--- config.mk ---
export PLATFORM = sky130hd
export DESIGN_NAME = ann_io_stream_flat
export DESIGN_NICKNAME = d
export VERILOG_FILES = /design/src/rtl/ann_io_stream_if.sv /design/src/rtl/ann_io_stream.sv /design/src/flat_wrapper.sv
export SDC_FILE = /design/constraint.sdc
export NUM_CORES = 1
export LEC_CHECK = 0
export CAP_MARGIN = 15
export CORE_ASPECT_RATIO = 0.5
export CORE_MARGIN = 3
export CORE_UTILIZATION = 40
export CTS_CLUSTER_SIZE = 40
export DETAILED_ROUTE_END_ITERATION = 10
export PLACE_DENSITY = 0.65
export SLEW_MARGIN = 20
export SYNTH_ARGS = -nofsm -noshare
export SYNTH_HDL_FRONTEND = slang
export SYNTH_SLANG_ARGS = --single-unit
--- constraint.sdc ---
create_clock -name io_clk -period 3.1 [get_ports io_clk]
set_input_delay 0.465 -clock io_clk [delete_from_list [all_inputs] [get_ports io_clk]]
set_output_delay 0.465 -clock io_clk [all_outputs]
set_load 0.05 [all_outputs]
--- src/rtl/ann_io_stream_if.sv ---
`timescale 1ns/1ps
`default_nettype none
//==============================================================================
// Module   : ann_io_stream_if
// Function : Host pin / core memory signal bundle of the ANN streaming front end.
// Revision : 1.0 - initial release
//==============================================================================
interface ann_io_stream_if #(
   parameter int DATA_WIDTH = 11,
   parameter int NODE_AW    = 6,
   parameter int MEM_AW     = 12,
   parameter int RES_AW     = 9
);
   logic                      load_kdtree;
   logic                      in_fifo_wenq;
   logic [DATA_WIDTH-1:0]     in_fifo_wdata;
   logic                      in_fifo_wfull_n;
   logic                      load_done;
   logic                      node_wen;
   logic [NODE_AW-1:0]        node_addr;
   logic [2*DATA_WIDTH-1:0]   node_wdata;
   logic                      leaf_wen;
   logic [MEM_AW-1:0]         leaf_addr;
   logic [DATA_WIDTH-1:0]     leaf_wdata;
   logic                      query_wen;
   logic [MEM_AW-1:0]         query_addr;
   logic [DATA_WIDTH-1:0]     query_wdata;
   logic                      send_best_arr;
   logic [RES_AW-1:0]         res_addr;
   logic [DATA_WIDTH-1:0]     res_idx;
   logic [2*DATA_WIDTH-1:0]   res_dist;
   logic                      out_fifo_deq;
   logic [DATA_WIDTH-1:0]     out_fifo_rdata;
   logic                      out_fifo_rempty_n;
   logic                      send_done;

   modport master (
      output load_kdtree, in_fifo_wenq, in_fifo_wdata, send_best_arr,
             res_idx, res_dist, out_fifo_deq,
      input  in_fifo_wfull_n, load_done, node_wen, node_addr, node_wdata,
             leaf_wen, leaf_addr, leaf_wdata, query_wen, query_addr, query_wdata,
             res_addr, out_fifo_rdata, out_fifo_rempty_n, send_done
   );

   modport slave (
      input  load_kdtree, in_fifo_wenq, in_fifo_wdata, send_best_arr,
             res_idx, res_dist, out_fifo_deq,
      output in_fifo_wfull_n, load_done, node_wen, node_addr, node_wdata,
             leaf_wen, leaf_addr, leaf_wdata, query_wen, query_addr, query_wdata,
             res_addr, out_fifo_rdata, out_fifo_rempty_n, send_done
   );
endinterface
`default_nettype wire

--- src/rtl/ann_io_stream.sv ---
`timescale 1ns/1ps
`default_nettype none
//==============================================================================
// Module   : ann_io_stream
// Function : Input FIFO routed into kd-tree node/leaf/query memories; blocked
//            readback of results to a show-ahead port. ANN_SEND_DIST_EN adds
//            the distance phase to the send stream.
// Revision : 1.0 - initial release
//==============================================================================
module ann_io_stream #(
   parameter int DATA_WIDTH    = 11,
   parameter int NUM_LEAVES    = 64,
   parameter int LEAF_SIZE     = 8,
   parameter int PATCH_SIZE    = 5,
   parameter int ROW_SIZE      = 32,
   parameter int COL_SIZE      = 16,
   parameter int BLOCKING      = 4,
   parameter int IN_FIFO_DEPTH = 4
) (
   input wire             io_clk,
   input wire             io_rst,
   ann_io_stream_if.slave bus
);
   localparam int c_NUM_QUERYS  = ROW_SIZE * COL_SIZE;
   localparam int c_NODE_WORDS  = 2 * (NUM_LEAVES - 1);
   localparam int c_LEAF_WORDS  = NUM_LEAVES * LEAF_SIZE * (PATCH_SIZE + 1);
   localparam int c_QUERY_WORDS = c_NUM_QUERYS * PATCH_SIZE;
   localparam int c_CNT_W       = $clog2(c_LEAF_WORDS);
   localparam int c_NODE_AW     = $clog2(NUM_LEAVES);
   localparam int c_IPTR_W      = $clog2(IN_FIFO_DEPTH);
   localparam int c_XI_W        = $clog2(BLOCKING);
   localparam int c_X_W         = $clog2(ROW_SIZE / 2 / BLOCKING);
   localparam int c_Y_W         = $clog2(COL_SIZE);
   localparam int c_Q_W         = 1 + c_X_W + c_Y_W + c_XI_W;
   localparam int c_SCNT_W      = c_Q_W + 2;

   localparam logic [c_CNT_W-1:0]  c_NODE_LAST  = c_CNT_W'(c_NODE_WORDS - 1);
   localparam logic [c_CNT_W-1:0]  c_LEAF_LAST  = c_CNT_W'(c_LEAF_WORDS - 1);
   localparam logic [c_CNT_W-1:0]  c_QUERY_LAST = c_CNT_W'(c_QUERY_WORDS - 1);
   localparam logic [c_IPTR_W:0]   c_IN_FULL    = (c_IPTR_W + 1)'(IN_FIFO_DEPTH);
   localparam logic [c_SCNT_W-1:0] c_IDX_WORDS  = c_SCNT_W'(c_NUM_QUERYS);
   localparam logic [c_SCNT_W-1:0] c_DIST_WORDS = c_SCNT_W'(2 * c_NUM_QUERYS);
   localparam logic [c_SCNT_W-1:0] c_IDX_LAST   = c_SCNT_W'(c_NUM_QUERYS - 1);
   localparam logic [c_SCNT_W-1:0] c_DIST_LAST  = c_SCNT_W'(2 * c_NUM_QUERYS - 1);

   typedef enum logic [2:0] {
      L_IDLE = 3'd0, L_NODES = 3'd1, L_LEAVES = 3'd2, L_QUERIES = 3'd3, L_DONE = 3'd4
   } load_state_t;

   typedef enum logic [1:0] {
      S_IDLE = 2'd0, S_IDX = 2'd1, S_DIST = 2'd2, S_DONE = 2'd3
   } send_state_t;

   load_state_t             r_load_state, w_load_next;
   logic [DATA_WIDTH-1:0]   r_in_mem [IN_FIFO_DEPTH];
   logic [c_IPTR_W-1:0]     r_in_wr_ptr, r_in_rd_ptr;
   logic [c_IPTR_W:0]       r_in_cnt;
   logic [c_CNT_W-1:0]      r_cnt;
   logic [DATA_WIDTH-1:0]   r_node_idx;
   logic                    r_load_done, r_node_wen, r_leaf_wen, r_query_wen;
   logic [c_NODE_AW-1:0]    r_node_addr;
   logic [2*DATA_WIDTH-1:0] r_node_wdata;
   logic [c_CNT_W-1:0]      r_leaf_addr, r_query_addr;
   logic [DATA_WIDTH-1:0]   r_leaf_wdata, r_query_wdata;
   logic                    w_in_full, w_loading, w_pop, w_push;
   logic [DATA_WIDTH-1:0]   w_pop_data;

   always_comb begin
      w_in_full   = (r_in_cnt == c_IN_FULL);
      w_loading   = (r_load_state == L_NODES) || (r_load_state == L_LEAVES) ||
                    (r_load_state == L_QUERIES);
      w_pop       = (r_in_cnt != '0) && w_loading && !bus.load_kdtree;
      // a full FIFO still accepts a write when the same cycle pops
      w_push      = bus.in_fifo_wenq && (!w_in_full || w_pop) && !bus.load_kdtree;
      w_pop_data  = r_in_mem[r_in_rd_ptr];
      w_load_next = r_load_state;
      case (r_load_state)
         L_NODES:   if (w_pop && r_cnt == c_NODE_LAST)  w_load_next = L_LEAVES;
         L_LEAVES:  if (w_pop && r_cnt == c_LEAF_LAST)  w_load_next = L_QUERIES;
         L_QUERIES: if (w_pop && r_cnt == c_QUERY_LAST) w_load_next = L_DONE;
         default:   w_load_next = r_load_state;
      endcase
      if (bus.load_kdtree) w_load_next = L_NODES;
   end

   always_ff @(posedge io_clk) begin
      if (w_push) r_in_mem[r_in_wr_ptr] <= bus.in_fifo_wdata;
   end

   always_ff @(posedge io_clk) begin
      if (io_rst) begin
         r_load_state  <= L_IDLE;
         r_in_wr_ptr   <= '0;
         r_in_rd_ptr   <= '0;
         r_in_cnt      <= '0;
         r_cnt         <= '0;
         r_node_idx    <= '0;
         r_load_done   <= 1'b0;
         r_node_wen    <= 1'b0;
         r_leaf_wen    <= 1'b0;
         r_query_wen   <= 1'b0;
         r_node_addr   <= '0;
         r_node_wdata  <= '0;
         r_leaf_addr   <= '0;
         r_leaf_wdata  <= '0;
         r_query_addr  <= '0;
         r_query_wdata <= '0;
      end else begin
         r_load_state <= w_load_next;
         r_node_wen   <= 1'b0;
         r_leaf_wen   <= 1'b0;
         r_query_wen  <= 1'b0;
         if (bus.load_kdtree) begin
            r_cnt       <= '0;
            r_load_done <= 1'b0;
            r_in_wr_ptr <= '0;
            r_in_rd_ptr <= '0;
            r_in_cnt    <= '0;
         end else begin
            if (w_push) r_in_wr_ptr <= r_in_wr_ptr + 1'b1;
            if (w_pop)  r_in_rd_ptr <= r_in_rd_ptr + 1'b1;
            case ({w_push, w_pop})
               2'b10:   r_in_cnt <= r_in_cnt + 1'b1;
               2'b01:   r_in_cnt <= r_in_cnt - 1'b1;
               default: r_in_cnt <= r_in_cnt;
            endcase
            if (w_pop) begin
               r_cnt <= (w_load_next != r_load_state) ? '0 : r_cnt + 1'b1;
               case (r_load_state)
                  L_NODES: begin
                     if (!r_cnt[0]) begin
                        r_node_idx <= w_pop_data;
                     end else begin
                        r_node_wen   <= 1'b1;
                        r_node_addr  <= r_cnt[c_NODE_AW:1];
                        r_node_wdata <= {w_pop_data, r_node_idx};
                     end
                  end
                  L_LEAVES: begin
                     r_leaf_wen   <= 1'b1;
                     r_leaf_addr  <= r_cnt;
                     r_leaf_wdata <= w_pop_data;
                  end
                  L_QUERIES: begin
                     r_query_wen   <= 1'b1;
                     r_query_addr  <= r_cnt;
                     r_query_wdata <= w_pop_data;
                     if (r_cnt == c_QUERY_LAST) r_load_done <= 1'b1;
                  end
                  default: r_cnt <= r_cnt;
               endcase
            end
         end
      end
   end

   assign bus.in_fifo_wfull_n = !w_in_full;
   assign bus.load_done       = r_load_done;
   assign bus.node_wen        = r_node_wen;
   assign bus.node_addr       = r_node_addr;
   assign bus.node_wdata      = r_node_wdata;
   assign bus.leaf_wen        = r_leaf_wen;
   assign bus.leaf_addr       = r_leaf_addr;
   assign bus.leaf_wdata      = r_leaf_wdata;
   assign bus.query_wen       = r_query_wen;
   assign bus.query_addr      = r_query_addr;
   assign bus.query_wdata     = r_query_wdata;

   send_state_t           r_send_state, w_send_next;
   logic [c_SCNT_W-1:0]   r_issue_cnt, r_deq_cnt, w_limit;
   logic                  r_inflight, r_inflight_hi, r_inflight_dist;
   logic [DATA_WIDTH-1:0] r_buf [2];
   logic                  r_buf_wr, r_buf_rd;
   logic [1:0]            r_buf_cnt;
   logic                  r_send_done;
   logic                  w_streaming, w_dist_phase, w_issue, w_deq, w_start;
   logic [c_Q_W-1:0]      w_q;
   logic [DATA_WIDTH-1:0] w_cap_data;

   always_comb begin
      w_dist_phase = (r_send_state == S_DIST);
      w_streaming  = (r_send_state == S_IDX) || w_dist_phase;
      w_limit      = w_dist_phase ? c_DIST_WORDS : c_IDX_WORDS;
      // distance words come in pairs, so the query number drops the half bit
      w_q          = w_dist_phase ? r_issue_cnt[c_Q_W:1] : r_issue_cnt[c_Q_W-1:0];
      w_issue      = w_streaming && (r_issue_cnt != w_limit) &&
                     ((r_buf_cnt == 2'd0) || (r_buf_cnt == 2'd1 && !r_inflight));
      w_deq        = bus.out_fifo_deq && (r_buf_cnt != 2'd0);
      w_start      = bus.send_best_arr &&
                     ((r_send_state == S_IDLE) || (r_send_state == S_DONE));
      w_cap_data   = !r_inflight_dist ? bus.res_idx :
                     (r_inflight_hi ? bus.res_dist[2*DATA_WIDTH-1:DATA_WIDTH]
                                    : bus.res_dist[DATA_WIDTH-1:0]);
      w_send_next  = r_send_state;
      case (r_send_state)
         S_IDLE, S_DONE: if (w_start) w_send_next = S_IDX;
         S_IDX: begin
            if (w_deq && r_deq_cnt == c_IDX_LAST) begin
`ifdef ANN_SEND_DIST_EN
               w_send_next = S_DIST;
`else
               w_send_next = S_DONE;
`endif
            end
         end
         S_DIST:  if (w_deq && r_deq_cnt == c_DIST_LAST) w_send_next = S_DONE;
         default: w_send_next = S_IDLE;
      endcase
   end

   always_ff @(posedge io_clk) begin
      if (io_rst) begin
         r_send_state    <= S_IDLE;
         r_issue_cnt     <= '0;
         r_deq_cnt       <= '0;
         r_inflight      <= 1'b0;
         r_inflight_hi   <= 1'b0;
         r_inflight_dist <= 1'b0;
         r_buf[0]        <= '0;
         r_buf[1]        <= '0;
         r_buf_wr        <= 1'b0;
         r_buf_rd        <= 1'b0;
         r_buf_cnt       <= 2'd0;
         r_send_done     <= 1'b0;
      end else begin
         r_send_state <= w_send_next;
         r_inflight   <= w_issue;
         if (w_issue) begin
            r_inflight_hi   <= r_issue_cnt[0];
            r_inflight_dist <= w_dist_phase;
         end
         if (w_send_next != r_send_state) begin
            r_issue_cnt <= '0;
            r_deq_cnt   <= '0;
         end else begin
            if (w_issue) r_issue_cnt <= r_issue_cnt + 1'b1;
            if (w_deq)   r_deq_cnt   <= r_deq_cnt + 1'b1;
         end
         if (r_inflight) begin
            r_buf[r_buf_wr] <= w_cap_data;
            r_buf_wr        <= ~r_buf_wr;
         end
         if (w_deq) r_buf_rd <= ~r_buf_rd;
         case ({r_inflight, w_deq})
            2'b10:   r_buf_cnt <= r_buf_cnt + 1'b1;
            2'b01:   r_buf_cnt <= r_buf_cnt - 1'b1;
            default: r_buf_cnt <= r_buf_cnt;
         endcase
         if (w_start)
            r_send_done <= 1'b0;
         else if (w_send_next == S_DONE && r_send_state != S_DONE)
            r_send_done <= 1'b1;
      end
   end

   // blocked order {px, x, y, xi} maps to address y*ROW + px*ROW/2 + x*BLOCKING + xi
   assign bus.res_addr          = {w_q[c_XI_W +: c_Y_W], w_q[c_Q_W-1],
                                   w_q[c_XI_W + c_Y_W +: c_X_W], w_q[0 +: c_XI_W]};
   assign bus.out_fifo_rdata    = r_buf[r_buf_rd];
   assign bus.out_fifo_rempty_n = (r_buf_cnt != 2'd0);
   assign bus.send_done         = r_send_done;
endmodule
`default_nettype wire

--- src/flat_wrapper.sv ---
// flat-port wrapper written by rule: the top's interface ports become plain ports
module ann_io_stream_flat 
#(
   parameter int DATA_WIDTH    = 11,
   parameter int NUM_LEAVES    = 64,
   parameter int LEAF_SIZE     = 8,
   parameter int PATCH_SIZE    = 5,
   parameter int ROW_SIZE      = 32,
   parameter int COL_SIZE      = 16,
   parameter int BLOCKING      = 4,
   parameter int IN_FIFO_DEPTH = 4
)
  (io_clk, io_rst, bus_load_kdtree, bus_in_fifo_wenq, bus_in_fifo_wdata, bus_send_best_arr, bus_res_idx, bus_res_dist, bus_out_fifo_deq, bus_in_fifo_wfull_n, bus_load_done, bus_node_wen, bus_node_addr, bus_node_wdata, bus_leaf_wen, bus_leaf_addr, bus_leaf_wdata, bus_query_wen, bus_query_addr, bus_query_wdata, bus_res_addr, bus_out_fifo_rdata, bus_out_fifo_rempty_n, bus_send_done);
  ann_io_stream_if #(.DATA_WIDTH(DATA_WIDTH)) bus_i ();
  input wire io_clk;
  input wire io_rst;
  input wire logic [$bits(bus_i.load_kdtree)-1:0] bus_load_kdtree;
  input wire logic [$bits(bus_i.in_fifo_wenq)-1:0] bus_in_fifo_wenq;
  input wire logic [$bits(bus_i.in_fifo_wdata)-1:0] bus_in_fifo_wdata;
  input wire logic [$bits(bus_i.send_best_arr)-1:0] bus_send_best_arr;
  input wire logic [$bits(bus_i.res_idx)-1:0] bus_res_idx;
  input wire logic [$bits(bus_i.res_dist)-1:0] bus_res_dist;
  input wire logic [$bits(bus_i.out_fifo_deq)-1:0] bus_out_fifo_deq;
  output wire logic [$bits(bus_i.in_fifo_wfull_n)-1:0] bus_in_fifo_wfull_n;
  output wire logic [$bits(bus_i.load_done)-1:0] bus_load_done;
  output wire logic [$bits(bus_i.node_wen)-1:0] bus_node_wen;
  output wire logic [$bits(bus_i.node_addr)-1:0] bus_node_addr;
  output wire logic [$bits(bus_i.node_wdata)-1:0] bus_node_wdata;
  output wire logic [$bits(bus_i.leaf_wen)-1:0] bus_leaf_wen;
  output wire logic [$bits(bus_i.leaf_addr)-1:0] bus_leaf_addr;
  output wire logic [$bits(bus_i.leaf_wdata)-1:0] bus_leaf_wdata;
  output wire logic [$bits(bus_i.query_wen)-1:0] bus_query_wen;
  output wire logic [$bits(bus_i.query_addr)-1:0] bus_query_addr;
  output wire logic [$bits(bus_i.query_wdata)-1:0] bus_query_wdata;
  output wire logic [$bits(bus_i.res_addr)-1:0] bus_res_addr;
  output wire logic [$bits(bus_i.out_fifo_rdata)-1:0] bus_out_fifo_rdata;
  output wire logic [$bits(bus_i.out_fifo_rempty_n)-1:0] bus_out_fifo_rempty_n;
  output wire logic [$bits(bus_i.send_done)-1:0] bus_send_done;
  assign bus_i.load_kdtree = bus_load_kdtree;
  assign bus_i.in_fifo_wenq = bus_in_fifo_wenq;
  assign bus_i.in_fifo_wdata = bus_in_fifo_wdata;
  assign bus_i.send_best_arr = bus_send_best_arr;
  assign bus_i.res_idx = bus_res_idx;
  assign bus_i.res_dist = bus_res_dist;
  assign bus_i.out_fifo_deq = bus_out_fifo_deq;
  assign bus_in_fifo_wfull_n = bus_i.in_fifo_wfull_n;
  assign bus_load_done = bus_i.load_done;
  assign bus_node_wen = bus_i.node_wen;
  assign bus_node_addr = bus_i.node_addr;
  assign bus_node_wdata = bus_i.node_wdata;
  assign bus_leaf_wen = bus_i.leaf_wen;
  assign bus_leaf_addr = bus_i.leaf_addr;
  assign bus_leaf_wdata = bus_i.leaf_wdata;
  assign bus_query_wen = bus_i.query_wen;
  assign bus_query_addr = bus_i.query_addr;
  assign bus_query_wdata = bus_i.query_wdata;
  assign bus_res_addr = bus_i.res_addr;
  assign bus_out_fifo_rdata = bus_i.out_fifo_rdata;
  assign bus_out_fifo_rempty_n = bus_i.out_fifo_rempty_n;
  assign bus_send_done = bus_i.send_done;
  ann_io_stream #(.DATA_WIDTH(DATA_WIDTH), .NUM_LEAVES(NUM_LEAVES), .LEAF_SIZE(LEAF_SIZE), .PATCH_SIZE(PATCH_SIZE), .ROW_SIZE(ROW_SIZE), .COL_SIZE(COL_SIZE), .BLOCKING(BLOCKING), .IN_FIFO_DEPTH(IN_FIFO_DEPTH)) u_core (.io_clk(io_clk), .io_rst(io_rst), .bus(bus_i));
endmodule
=== After elaboration in Yosys (flattened, before gate mapping) ===
Memories as Yosys holds them, arrays and structs flattened. A register that Yosys moved wholly into a read port is not among the register bits.
Cells that the tools add are included.

* Register bits: 143
* Bits in writable memories: 66
* Bits of input ports: 50
* Logic and storage cells: 142
* Memories kept: 2

* Add/subtract/negate cells: 9
* Eq/ne operators: 22
* Muxes and demuxes: 33
* Bitwise gates (word level): 6
* Reductions and logical operators: 44

{| class="wikitable"
|+ Memories
! name !! words !! width !! read ports !! clocked after Yosys merged registers in !! wr ports !! RTL line !! RTL
|-
| u_core.r_in_mem || 4 || 11 || 1 || 1 || 1 || ann_io_stream.sv:55 || <nowiki>logic [DATA_WIDTH-1:0] r_in_mem [IN_FIFO_DEPTH];</nowiki>
|-
| u_core.r_buf || 2 || 11 || 1 || 1 || 2 || ann_io_stream.sv:172 || <nowiki>logic [DATA_WIDTH-1:0] r_buf [2];</nowiki>
|}

{| class="wikitable"
|+ Operators with widths
! operator !! count
|-
| 11-bit two-way mux || 4
|-
| 12-bit == test (second input constant) || 2
|-
| 11-bit by 1-bit adder with 11-bit output (second input constant) || 2
|-
| 1-bit logical AND || 15
|-
| 1-bit two-way mux || 14
|-
| 12-bit by 1-bit adder with 12-bit output (second input constant) || 1
|-
| 12-bit by 7-bit == test with 1-bit output (second input constant) || 1
|-
| 12-bit two-way mux || 1
|-
| 3-bit two-way mux || 4
|-
| 11-bit by 10-bit == test with 1-bit output (second input constant) || 1
|-
| 11-bit by 9-bit == test with 1-bit output (second input constant) || 1
|-
| 11-bit != test || 1
|-
| 11-bit OR reduction || 1
|-
| 2-bit == test (second input constant) || 5
|-
| 2-bit two-way mux || 5
|-
| 9-bit two-way mux || 1
|-
| 3-bit case mux with 3 select lines || 1
|-
| 3-bit AND reduction || 3
|-
| 2-bit by 1-bit == test with 1-bit output (second input constant) || 4
|-
| 4-bit AND reduction || 2
|-
| 2-bit OR reduction || 4
|-
| 2-bit by 1-bit adder with 2-bit output (second input constant) || 3
|-
| 3-bit by 2-bit == test with 1-bit output (second input constant) || 2
|-
| 1-bit logical OR || 6
|-
| other kinds (19) || 30
|}

=== Longest topological paths before layout ===
* Depth after elaboration: 11
* Depth in mapped cells: 11
* Depth with buffers taken out: 11

=== Worst setup path before layout ===
No wires, ideal clock.

* Path kind: reg2reg
* From: register u_core.r_in_cnt[0]
* To: register u_core.r_in_cnt[2]
* Library setup time: 0.070 ns
* Arrival time: 2.708 ns
* Path slack: 0.322 ns
* Cell stages (with the launch flop): 12
* Period minus slack after synthesis: 2.778 ns
* Path through: dfxtp_1 -> inv_1 -> nand3_1 -> o21ai_0 -> nor2_1 -> inv_1 -> ha_1 -> inv_1 -> fa_1 -> xor2_1 -> or3_1 -> a21oi_1

{| class="wikitable"
|+ RTL lines
! what !! RTL line !! RTL
|-
| from (decl) || ann_io_stream.sv:57 || <nowiki>logic [c_IPTR_W:0] r_in_cnt;</nowiki>
|-
| from (signal assigned) || ann_io_stream.sv:123 || <nowiki>2'b10: r_in_cnt <= r_in_cnt + 1'b1;</nowiki>
|-
| from (signal assigned) || ann_io_stream.sv:124 || <nowiki>2'b01: r_in_cnt <= r_in_cnt - 1'b1;</nowiki>
|-
| from (signal assigned) || ann_io_stream.sv:125 || <nowiki>default: r_in_cnt <= r_in_cnt;</nowiki>
|-
| 3-bit == test * || ann_io_stream.sv:69 || <nowiki>w_in_full = (r_in_cnt == c_IN_FULL);</nowiki>
|-
| 1-bit zero test * || -- ||
|-
| net bus_in_fifo_wfull_n || flat_wrapper.sv:24 || <nowiki>output wire logic [$bits(bus_i.in_fifo_wfull_n)-1:0] bus_in_fifo_wfull_n;</nowiki>
|-
| 1-bit logical OR * || ann_io_stream.sv:74 || <nowiki>w_push = bus.in_fifo_wenq && (!w_in_full || w_pop) && !bus.load_kdtree;</nowiki>
|-
| 1-bit logical AND * (2 in series) || ann_io_stream.sv:74 ||
|-
| 2-bit by 1-bit == test with 1-bit output or 2-bit == test (tied branches) || ann_io_stream.sv:122 || <nowiki>case ({w_push, w_pop})</nowiki>
|-
| 3-bit case mux with 2 select lines or 2-bit nonzero test (tied branches) || -- ||
|}

The timed path passes the listed nets; every way through them passes the cells marked *.
A chain may end at the register's enable or synchronous reset.

=== Final worst setup path ===
* From: register u_core.r_send_state[0]
* To: output port bus_res_addr[4]

* Longest elaborated chain between the ends: 2

{| class="wikitable"
|+ Ends and longest elaborated chain
! what !! RTL line !! RTL
|-
| from (decl) || ann_io_stream.sv:169 || <nowiki>send_state_t r_send_state, w_send_next;</nowiki>
|-
| from (signal assigned) || ann_io_stream.sv:226 || <nowiki>r_send_state <= w_send_next;</nowiki>
|-
| 2-bit == test || ann_io_stream.sv:181 || <nowiki>w_dist_phase = (r_send_state == S_DIST);</nowiki>
|-
| net u_core.w_dist_phase || ann_io_stream.sv:176 || <nowiki>logic w_streaming, w_dist_phase, w_issue, w_deq, w_start;</nowiki>
|-
| 9-bit two-way mux || ann_io_stream.sv:185 || <nowiki>w_q = w_dist_phase ? r_issue_cnt[c_Q_W:1] : r_issue_cnt[c_Q_W-1:0];</nowiki>
|-
| to (decl) || flat_wrapper.sv:35 || <nowiki>output wire logic [$bits(bus_i.res_addr)-1:0] bus_res_addr;</nowiki>
|}

The timed path passes the listed nets, and every way through them passes these cells.

==> metrics.txt <==
# TYPE chip_impl_metric gauge
chip_impl_metric{name="antennaDiodeCount",unit=""} 0
chip_impl_metric{name="initial_core_util",unit="%"} 41.97
chip_impl_info{name="synth_top_flop_cell",value="sky130_fd_sc_hd__dfxtp_1"} 1
chip_impl_metric{name="fp.dieH",unit="µm"} 111.4
chip_impl_metric{name="setup_total_negative_slack",unit="ns"} 0
chip_impl_metric{name="required",unit="ns"} 2.63
chip_impl_metric{name="width_of_the_die",unit="µm"} 216.7
chip_impl_metric{name="cts_setup_buffers",unit=""} 0
chip_impl_metric{name="power.switching",unit="µW"} 1643
chip_impl_metric{name="power.internal",unit="µW"} 4727
chip_impl_info{name="status",value="finished clean"} 1
chip_impl_metric{name="grt_antenna_before_repair",unit=""} 0
chip_impl_metric{name="grt_pass1_vias",unit=""} 6549
chip_impl_metric{name="timing.slew.headroom",unit="%"} 50.75
chip_impl_metric{name="synth.net_count",unit=""} 969
chip_impl_metric{name="syn_inst",unit=""} 902
chip_impl_metric{name="clock.fmax",unit="GHz"} 0.3402
chip_impl_metric{name="cts_buffer_depth",unit=""} 3
chip_impl_metric{name="track_usage",unit="%"} 17.42
chip_impl_metric{name="vdd_drop_max",unit="mV"} 0.3179
chip_impl_metric{name="mappedNetlistArea",unit="µm²"} 8880
chip_impl_info{name="clk_root_buffer_cell",value="sky130_fd_sc_hd__clkbuf_16"} 1
chip_impl_info{name="most_common_cell_after_layout_fill_and_taps_aside",value="sky130_fd_sc_hd__nand2_1"} 1
chip_impl_metric{name="synth_edf_count",unit=""} 66
chip_impl_metric{name="pin_count",unit=""} 151
chip_impl_metric{name="postRouteAntennaNets",unit=""} 0
chip_impl_metric{name="gpl.final_weighted_congestion",unit=""} 0.8304
chip_impl_metric{name="layout_min_cycle_time",unit="ns"} 2.940
chip_impl_metric{name="cp_data_arrival_time",unit="ns"} 2.47
chip_impl_metric{name="fp.coreArea",unit="µm²"} 21160
chip_impl_metric{name="yosys_warnings",unit=""} 0
chip_impl_metric{name="drt_iter0_drc",unit=""} 394
chip_impl_info{name="worstHoldPathType",value="primary input to flop"} 1
chip_impl_metric{name="hold_violations",unit=""} 0
chip_impl_metric{name="layoutNonFillerInstCount",unit=""} 1344
chip_impl_metric{name="switching_share",unit="%"} 25.79
chip_impl_metric{name="timing.final.setup_violations",unit=""} 0
chip_impl_metric{name="seqPwrFrac",unit="%"} 47.1
chip_impl_metric{name="clock_sinks",unit=""} 212
chip_impl_metric{name="syn2layout_area_growth",unit="%"} 26.93
chip_impl_metric{name="htreeDepth",unit=""} 1
chip_impl_metric{name="post_drt_via_cell_ratio",unit=""} 5.007
chip_impl_metric{name="asyncSetResetFlopFracSynth",unit="%"} 0
chip_impl_metric{name="insertion_delay",unit="ns"} 0.51
chip_impl_info{name="tritoncts",value="yes"} 1
chip_impl_metric{name="power.density",unit="nW/µm²"} 565.2
chip_impl_metric{name="dpl_worst_slack",unit="ns"} 0.4096
chip_impl_metric{name="vias",unit=""} 6729
chip_impl_info{name="rsz0062_at_grt",value="false"} 1
chip_impl_metric{name="synth.ff_latch_count",unit=""} 212
chip_impl_metric{name="drv_cap",unit=""} 0
chip_impl_metric{name="final_net_count",unit=""} 1105
chip_impl_metric{name="multi_input_area",unit="µm²"} 3638
chip_impl_metric{name="std_cell_rows",unit=""} 37
chip_impl_metric{name="cts_resized",unit=""} 1
chip_impl_metric{name="drt_pass_1_iters",unit=""} 4
chip_impl_info{name="critPathCaptureType",value="output port"} 1
chip_impl_metric{name="r2r_setup_slack",unit="ns"} 0.39
chip_impl_metric{name="syn_area_per_cell",unit="µm²"} 9.845
chip_impl_metric{name="post_route_cells_drive_above_1_share",unit="%"} 8.080
chip_impl_metric{name="buffer_ports.inserted",unit=""} 150
chip_impl_metric{name="die-area",unit="µm²"} 24130
chip_impl_metric{name="cts.hold.buffers_added",unit=""} 0
chip_impl_metric{name="area.sequential",unit="µm²"} 4905
chip_impl_metric{name="comb_power_share",unit="%"} 13.4
chip_impl_metric{name="fin_worst_skew",unit="ns"} 0.02260
chip_impl_metric{name="leakagePower",unit="µW"} 0.003741
chip_impl_metric{name="postRouteWirelength",unit="µm"} 21470
chip_impl_metric{name="final.setup.worst_slack",unit="ns"} 0.1605
chip_impl_metric{name="numPlacedInstances",unit=""} 1308
chip_impl_metric{name="number_of_max_slew_violations_in_the_final_report",unit=""} 0
chip_impl_info{name="timing.setup.critical_path_class",value="flop to output port"} 1
chip_impl_metric{name="wire_per_inst",unit="µm"} 15.97
chip_impl_metric{name="finalCritPeriodShare",unit="%"} 94.82
chip_impl_metric{name="ys_seq_area_share",unit="%"} 55.23
chip_impl_metric{name="global_route.overflow_total",unit=""} 0
chip_impl_metric{name="cts_made_buffers",unit=""} 20
chip_impl_metric{name="wire_length_of_the_first_global_routing_pass",unit="µm"} 34650
chip_impl_metric{name="clockPowerShare",unit="%"} 39.4
chip_impl_metric{name="cts.clk_slew.worst_paths",unit="ns"} 0.07
chip_impl_info{name="critPathLaunchType",value="flop"} 1
chip_impl_info{name="layout.cells.most_common_list",value="sky130_fd_sc_hd__nand2_1 (188), sky130_fd_sc_hd__clkdlybuf4s50_1 (149), sky130_fd_sc_hd__dfxtp_1 (146), sky130_fd_sc_hd__nor2_1 (106), sky130_fd_sc_hd__a21oi_1 (86)"} 1
chip_impl_metric{name="synth.distinct_cells",unit=""} 63
chip_impl_metric{name="final.fill_count",unit=""} 1920
chip_impl_metric{name="critPathMaxFanout",unit=""} 20
chip_impl_metric{name="post-route-drc-count",unit=""} 0
chip_impl_metric{name="detailed_place_hpwl",unit="µm"} 15240
chip_impl_metric{name="timing_worst_slew_pin_value",unit="ns"} 0.7377
chip_impl_metric{name="pin_count_of_the_biggest_net_entering_global_routing",unit=""} 31
critical path, stage by stage, from the launching register on:
cell and delay (ns):
sky130_fd_sc_hd__dfxtp_1 0.35, sky130_fd_sc_hd__inv_1 0.11, sky130_fd_sc_hd__ha_2 0.42, sky130_fd_sc_hd__mux2_2 0.39, sky130_fd_sc_hd__clkdlybuf4s50_1 0.71
flip-flops by register name, indices dropped and copies added, names as in the netlist, 3 cells and up, named ones only:
signal	flops
u_core.bus.node_wdata	22
u_core.r_load_state	3
u_core.r_cnt	12
u_core.bus.node_addr	6
u_core.bus.leaf_addr	12
u_core.r_buf	22
u_core.r_deq_cnt	11
u_core.bus.leaf_wdata	11
u_core.bus.query_wdata	11
u_core.r_issue_cnt	11
u_core.r_in_cnt	3
u_core.bus.query_addr	12
u_core.r_node_idx	11
u_core.r_in_mem	44
metrics by stage:
stage	cell area [µm²]	power [µW]	utilization, %	hold slack [ns]
5_1_grt	11270	6617	53.27	0.3603
3_5_place_dp	10600	3915	50.09	0.4471
2_1_floorplan	8880	3635	-	0.4312
6_report	11270	6370	53.27	0.3643
4_1_cts	11270	6439	53.27	0.3451
3_3_place_gp	10600	3892	50.09	0.4392
final cells by class:
class	count	area share [%]
sequential	212	43.52
multi-input combinational	616	32.28
timing repair buffer	163	14.17
clock buffer	24	4.574
tap	292	3.242
clock inverter	12	1.388
inverter	25	0.8326
per-layer routing:
metal	wire, µm	track usage (%)	vias up
met5	0	0	-
met4	492	4.107	0
met3	700	2.318	29
met2	10690	30.77	111
met1	9586	22.87	3254
li1	-	-	3335
cell usage after synthesis (all sizes together) (8+ instances only):
cell type	n	share of area (%)
buf	28	1.9
nor3	8	0.58
nand2	188	7.9
nor2	106	4.5
clkbuf	21	0.89
dfxtp	146	33
o21ai	21	1.2
mux4	11	2.8
xnor2	22	2.2
nand4	9	0.70
edfxtp	66	22
mux2i	24	2.7
inv	24	1.0
nand3	24	1.4
ha	16	2.3
mux2	16	2.0
xor2	13	1.3
a21oi	86	4.8
power groups by stage:
stage | clock network (µW) | logic [µW] | registers (µW)
3_3_place_gp | 0 | 834 | 3060
5_1_grt | 2680 | 923 | 3010
3_5_place_dp | 0 | 850 | 3070
4_1_cts | 2570 | 863 | 3000
2_1_floorplan | 0 | 604 | 3030
6_report | 2510 | 857 | 3000
worst paths after layout:
| path | start | end | depth (start not counted) |
|---|---|---|---|
| max | u_core.r_send_state[0] | bus_res_addr[4] | 4 |
| min | io_rst | u_core.bus.leaf_wdata[9] | 2 |
| max reg2reg | u_core.r_load_state[1] | u_core.r_in_cnt[2] | 10 |
| min reg2reg | u_core.r_node_idx[3] | u_core.bus.node_wdata[3] | 2 |
logic make-up after synthesis:
family,share of synthesized area (%)
simple gates,19.56
fa+ha+maj,2.480
flops,55.23
compound gates,7.933
xor+xnor,3.452
mux,7.524
buf+inv,3.818
No activity file was read; power rests on OpenSTA's default activity.
